==> config.mk <==
export PLATFORM = sky130hd
export DESIGN_NAME = machine_ram_arbiter
export DESIGN_NICKNAME = d
export VERILOG_FILES = /design/src/rtl/machine_ram_arbiter.sv
export SDC_FILE = /design/constraint.sdc
export NUM_CORES = 1
export LEC_CHECK = 0
export ABC_AREA = 1
export BUFFER_PORTS_ARGS = -buffer_cell sky130_fd_sc_hd__buf_2
export CORE_MARGIN = 3
export CORE_UTILIZATION = 41
export CTS_CLUSTER_SIZE = 8
export DETAILED_ROUTE_END_ITERATION = 12
export PLACE_DENSITY = 0.9
export SLEW_MARGIN = 20
export SYNTH_ARGS = -nofsm -noshare
export SYNTH_HDL_FRONTEND = slang
export SYNTH_SLANG_ARGS = --single-unit
==> constraint.sdc <==
create_clock -name system1000 -period 2.9 [get_ports system1000]
set_clock_uncertainty 0.15 [all_clocks]
set_input_delay 0.58 -clock system1000 [delete_from_list [all_inputs] [get_ports system1000]]
set_output_delay 0.58 -clock system1000 [all_outputs]
set_load 0.01 [all_outputs]
==> src/rtl/machine_ram_arbiter.sv <==
// Owner of the Machine datapath block RAM: round-robin valid/ready sharing
// between the core (port 0) and loader/debug (port 1), plus a full-RAM clear sweep.
module machine_ram_arbiter #(
    parameter int                ADDR_W    = 8,
    parameter int                DATA_W    = 8,
    parameter logic [DATA_W-1:0] CLEAR_VAL = '0
) (
    input  logic              system1000,
    input  logic              system1000_rstn,
    input  logic              clr_start,
    output logic              busy,
    input  logic              req0_valid,
    output logic              req0_ready,
    input  logic              req0_we,
    input  logic [ADDR_W-1:0] req0_addr,
    input  logic [DATA_W-1:0] req0_wdata,
    output logic              rsp0_valid,
    output logic [DATA_W-1:0] rsp0_data,
    input  logic              req1_valid,
    output logic              req1_ready,
    input  logic              req1_we,
    input  logic [ADDR_W-1:0] req1_addr,
    input  logic [DATA_W-1:0] req1_wdata,
    output logic              rsp1_valid,
    output logic [DATA_W-1:0] rsp1_data,
    output logic              ram_we,
    output logic [ADDR_W-1:0] ram_waddr,
    output logic [DATA_W-1:0] ram_wdata,
    output logic [ADDR_W-1:0] ram_raddr,
    input  logic [DATA_W-1:0] ram_rdata
);

    typedef enum logic [0:0] {
        ST_RUN   = 1'b0,
        ST_CLEAR = 1'b1
    } state_t;

    localparam logic [ADDR_W-1:0] PTR_LAST = {ADDR_W{1'b1}};
    localparam logic [ADDR_W-1:0] PTR_ONE  = ADDR_W'(1);

    state_t              state_r;
    logic [ADDR_W-1:0]   clr_ptr_r;
    logic                last_grant_r;
    logic                busy_r;
    logic                rsp0_valid_r;
    logic                rsp1_valid_r;

    logic                run_s;
    logic                clear_s;
    logic                grant0_s;
    logic                grant1_s;
    logic                ram_we_s;
    logic [ADDR_W-1:0]   ram_waddr_s;
    logic [DATA_W-1:0]   ram_wdata_s;
    logic [ADDR_W-1:0]   ram_raddr_s;

    // While reset is held the RAM is left untouched, so a sweep cut short keeps its partial result.
    assign run_s   = system1000_rstn && (state_r == ST_RUN);
    assign clear_s = system1000_rstn && (state_r == ST_CLEAR);

    // Round-robin grant: a lone requester always wins, contention goes to the port not served last.
    always_comb begin
        grant0_s = 1'b0;
        grant1_s = 1'b0;
        if (run_s) begin
            if (req0_valid && req1_valid) begin
                if (last_grant_r) begin
                    grant0_s = 1'b1;
                end else begin
                    grant1_s = 1'b1;
                end
            end else if (req0_valid) begin
                grant0_s = 1'b1;
            end else if (req1_valid) begin
                grant1_s = 1'b1;
            end else begin
                grant0_s = 1'b0;
                grant1_s = 1'b0;
            end
        end else begin
            grant0_s = 1'b0;
            grant1_s = 1'b0;
        end
    end

    // RAM port mux: clear sweep, then the granted requester, otherwise all-zero idle.
    always_comb begin
        ram_we_s    = 1'b0;
        ram_waddr_s = '0;
        ram_wdata_s = '0;
        ram_raddr_s = '0;
        if (clear_s) begin
            ram_we_s    = 1'b1;
            ram_waddr_s = clr_ptr_r;
            ram_wdata_s = CLEAR_VAL;
        end else if (grant0_s) begin
            if (req0_we) begin
                ram_we_s    = 1'b1;
                ram_waddr_s = req0_addr;
                ram_wdata_s = req0_wdata;
            end else begin
                ram_raddr_s = req0_addr;
            end
        end else if (grant1_s) begin
            if (req1_we) begin
                ram_we_s    = 1'b1;
                ram_waddr_s = req1_addr;
                ram_wdata_s = req1_wdata;
            end else begin
                ram_raddr_s = req1_addr;
            end
        end else begin
            ram_we_s    = 1'b0;
            ram_waddr_s = '0;
            ram_wdata_s = '0;
            ram_raddr_s = '0;
        end
    end

    // Sweep FSM, round-robin history and read-response tracking.
    always_ff @(posedge system1000) begin
        if (!system1000_rstn) begin
            state_r      <= ST_RUN;
            clr_ptr_r    <= '0;
            last_grant_r <= 1'b1;
            busy_r       <= 1'b0;
            rsp0_valid_r <= 1'b0;
            rsp1_valid_r <= 1'b0;
        end else begin
            case (state_r)
                ST_RUN: begin
                    if (clr_start) begin
                        state_r <= ST_CLEAR;
                        busy_r  <= 1'b1;
                    end else begin
                        state_r <= ST_RUN;
                        busy_r  <= 1'b0;
                    end
                end
                ST_CLEAR: begin
                    clr_ptr_r <= clr_ptr_r + PTR_ONE;
                    if (clr_ptr_r == PTR_LAST) begin
                        state_r <= ST_RUN;
                        busy_r  <= 1'b0;
                    end else begin
                        state_r <= ST_CLEAR;
                        busy_r  <= 1'b1;
                    end
                end
                default: begin
                    state_r   <= ST_RUN;
                    clr_ptr_r <= '0;
                    busy_r    <= 1'b0;
                end
            endcase
            if (grant0_s) begin
                last_grant_r <= 1'b0;
            end else if (grant1_s) begin
                last_grant_r <= 1'b1;
            end else begin
                last_grant_r <= last_grant_r;
            end
            rsp0_valid_r <= grant0_s && !req0_we;
            rsp1_valid_r <= grant1_s && !req1_we;
        end
    end

    assign busy       = busy_r;
    assign req0_ready = grant0_s;
    assign req1_ready = grant1_s;
    assign rsp0_valid = rsp0_valid_r;
    assign rsp1_valid = rsp1_valid_r;
    // The RAM output register already supplies the one-cycle read latency.
    assign rsp0_data  = ram_rdata;
    assign rsp1_data  = ram_rdata;
    assign ram_we     = ram_we_s;
    assign ram_waddr  = ram_waddr_s;
    assign ram_wdata  = ram_wdata_s;
    assign ram_raddr  = ram_raddr_s;

endmodule

; Word-level counts from Yosys, hierarchy flattened
; Cells that the tools add are included.
[totals]
ff_bits = 12
inputBits = 47
out_inout_bits = 46
[classes]
add_sub_neg = 1
n_eq_ne = 1
mux = 34
bitwise_logic = 1
n_reduce_logical = 8
[ops]
columns = cell, count
row1 = $mux 8, 15
row2 = $mux 1, 18
row3 = $add 8x1->8 const B, 1
row4 = $eq 8x8->1 const B, 1
row5 = $logic_and 1x1->1, 5
row6 = $logic_not 1->1, 2
row7 = $pmux 1 s2, 1
row8 = $reduce_bool 2->1, 1
row9 = $not 1->1, 1

; Logic depth before layout (Yosys ltp)
[depth]
ltp_word = 7
mapped_depth = 7

; Worst setup path before layout
; OpenSTA, ideal clock, no wires.
[synth_timing]
path_type = input to output
from = input port system1000_rstn
to = output port ram_waddr[0]
arrival_ns = 1.352
required_ns = 2.170
path_slack_ns = 0.818
cell_stages = 7
path_buffers = 1
cell_sequence = buf_4 -> inv_2 -> nor2_4 -> inv_2 -> nor2_4 -> nand3_1 -> nand3_1
[synth_via]
word_cells_on_any_way = 7
classes_between = 5 x mux / 2 x reduce/logical
[synth_rtl]
columns = element, line_no
row1 = from (decl), 9  ; input logic system1000_rstn,
row2 = $logic_and 1x1->1, 58  ; assign run_s = system1000_rstn && (state_r == ST_RUN);
row3 = $mux 1, 65  ; if (run_s) begin
row4 = named net req0_ready, 13  ; output logic req0_ready,
row5 = $mux 8, 96  ; end else if (grant0_s) begin
row6 = $mux 8, 92  ; if (clear_s) begin
row7 = to (decl), 27  ; output logic [ADDR_W-1:0] ram_waddr,
; The timed path passes the listed nets, and every way through them passes these cells.

; Final worst setup path
[layout_timing]
from = input port system1000_rstn
to = output port ram_raddr[2]
[layout_via]
elab_chain_len = 5
word_cells_on_any_way = 7
classes_between = 5 x mux / 2 x reduce/logical
[layout_rtl]
columns = element, line_no
row1 = $logic_and 1x1->1, 58
row2 = $mux 1, 65
row3 = $mux 8, 104  ; end else if (grant1_s) begin
row4 = $mux 8, 96
row5 = $mux 8 (*), 92
row6 = to (decl), 29  ; output logic [ADDR_W-1:0] ram_raddr,
; Every way passes the cells marked *; elsewhere a longest branch is shown, timed or not.

==> impl_metrics.tcl <==
set metrics [dict create \
    dp_slack_ps 508 \
    fin_nets 281 \
    synth_top_area_cell "nand2_1" \
    routed-via-count 1349 \
    grt_max_degree 12 \
    ys_ff_latch 12 \
    syn_nets 228 \
    hold_class "register to register" \
    muxShareOfSynthArea_pct 0 \
    slew_headroom_pct 76.9 \
    grt_setup_unrepaired "false" \
    cts_hold_buf 0 \
    ant_nets 0 \
    yosysWarnings 0 \
    initial_utilization_pct 43.7 \
    crit_path_end_kind "output pin" \
    first_iter_violations 48 \
    yosys_most_used_dff "dfxtp_1" \
    dp_cells 258 \
    worstPathRequired_ps 2170 \
    dr.pass1.iters 4 \
    ir_drop_mv 0.329 \
    synth_cells 180 \
    power_density_nw_per_um2 325 \
    io_pins 93 \
    cts.clk_slew.worst_paths_ps 70 \
    grt_pass1_wl_mm 5.22 \
    netSwitchingFraction_pct 32.4 \
    synth_top_area_share_pct 22.5 \
    yosys-top-cells-area "nand2_1 (22%), dfxtp_1 (22%), nand3_1 (14%)" \
    yosys.area_share.simple_pct 52.4 \
    layout-drive-gt1-share_pct 36.6 \
    root_buffer "clkbuf_4" \
    p_leak_nw 0.794 \
    synth.most_common_cell "nand2_1" \
    setup_viol 0 \
    gr-total-overflow 0 \
    antenna_cells 0 \
    seqPwrFrac_pct 40.5 \
    grt_use_total_pct 19.9 \
    p_int_mw 0.302 \
    cts_buffer_depth 2 \
    async_flop_share_pct 0 \
    synthAdderAreaFrac_pct 1.14 \
    fin_ws_ps 496 \
    fp.dieW_um 57.9 \
    fmax_mhz 416 \
    synth_edf_count 0 \
    fin_crit_ps 2400 \
    antenna_found_initial 0 \
    finalInstanceArea_um2 1380 \
    p_comb_share_pct 30.0 \
    yosysSeqAreaShare_pct 21.8 \
    post-cts-setup-buffer-count 0 \
    viasPerCell 5.15 \
    numCtsBuffers 3 \
    hold_viol 0 \
    slew_viol_final 0 \
    yosys.area_share.xor_xnor_pct 0.795 \
    synth_compound_area_share_pct 5.68 \
    grt_pass1_vias 1238 \
    totalWireLength_mm 3.23 \
    dieArea_um2 3350 \
    io_buffers 68 \
    power_switching_mw 0.145 \
    critPathMaxFanout 9 \
    core_area_um2 2520 \
    synth_area_um2 1100 \
    wire_per_inst_um 12.3 \
    fin_crit_sh_pct 82.9 \
    setup_tns_ps 0 \
    htreeDepth 1 \
    yosys.cell_types.count 21 \
    clock_power_share_pct 29.5 \
    cts_tree "done" \
    place_area_um2 1340 \
    gp_congestion 0.923 \
    areaGrowthSynthToFinish_pct 24.9 \
    chipHeight_um 57.9 \
    synth_top_family_by_area "simple AND/OR/NAND/NOR gates" \
    cts_sinks 12 \
    max_cap_viol_count 0 \
    worstSetupPathType "input port to output pin" \
    drc 0 \
    cts.repair.resized 0 \
    row_count 18 \
    syn_avg_cell_area_um2 6.12 \
    crit_path_start_kind "input port" \
    tightestPinTransition_ps 346 \
    clk_latency_ps 270 \
    outcome "finished, final reports clean" \
    holdWs_ps 345 \
    crit_arrival_ps 1670 \
    fin_cells 262 \
    dp_hpwl_mm 2.66 \
    synth_commonest_cells "nand2_1 (66), nand3_1 (30), buf_4 (17), dfxtp_1 (12)" \
]
==> final timing paths <==
| path | start | to | slack (ps) | cells past startpoint |
|---|---|---|---|---|
| worst max register to register | clr_ptr_r[1] | clr_ptr_r[6] | 1560 | 5 |
| worst min-delay path | clr_ptr_r[6] | clr_ptr_r[6] | 340 | 2 |
| worst min register to register | clr_ptr_r[6] | clr_ptr_r[6] | 340 | 2 |
| worst max-delay path | system1000_rstn | ram_raddr[2] | 500 | 8 |
==> cell usage in the layout, fill, tap and decap left out, types with 2 or more instances in the layout <==
cell and instances:
inv_2 3, buf_2 68, nand4_1 10, nand2_1 66, nor2_1 7, a21oi_1 5, nand3_1 30, clkbuf_4 3
inv_1 10, dfxtp_1 12, o21ai_0 2, nor2_4 5
==> per-layer routing <==
metal | up-vias | track usage, % | part of all wire [%]
met5 | - | 0 | 0
met4 | 0 | 10.9 | 1.9
met3 | 6 | 5.57 | 12
met2 | 69 | 33.1 | 48
met1 | 594 | 22.8 | 39
li1 | 680 | - | -
==> worst max-delay path, cell delays in order <==
cell and delay [ps]:
buf_2 180, inv_2 80, nor2_4 180, nand3_4 130
nor2_4 220, nand2_1 70, nand2_1 90, buf_2 130
==> power by group through the flow <==
stage	Clock, mW	Sequential, mW	Combinational [mW]
2_1_floorplan	0	0.184	0.0944
3_3_place_gp	0	0.185	0.132
3_5_place_dp	0	0.185	0.134
4_1_cts	0.138	0.181	0.134
5_1_grt	0.144	0.182	0.148
6_report	0.132	0.181	0.134
==> through the flow <==
stage	utilization [%]	power, mW
floorplan	-	0.279
finish	54.6	0.447
global placement	53.1	0.316
detailed placement	53.1	0.318
CTS	54.6	0.453
global route	54.6	0.474
==> cell type report <==
cell class | instances | area [um2]
timing repair buffer | 69 | 348
sequential | 12 | 240
multi-input combinational | 133 | 662
inverter | 14 | 52.6
tap | 30 | 37.5
fill | 284 | 1150
clock buffer | 4 | 36.3
==> sequential cells by signal, indices dropped and copies added, names as in the netlist <==
signal,flops
last_grant_r,1
rsp0_valid,1
rsp1_valid,1
busy,1
clr_ptr_r,8
==> logic make-up (layout without fill, tap and decap cells) <==
family	Yosys count	in the layout
xor+xnor	1	1
flops	12	12
compound gates	9	9
fa+ha+maj	1	1
simple gates	122	122
buf+inv	35	87
Note: power is estimated with default switching activity, not from simulation.
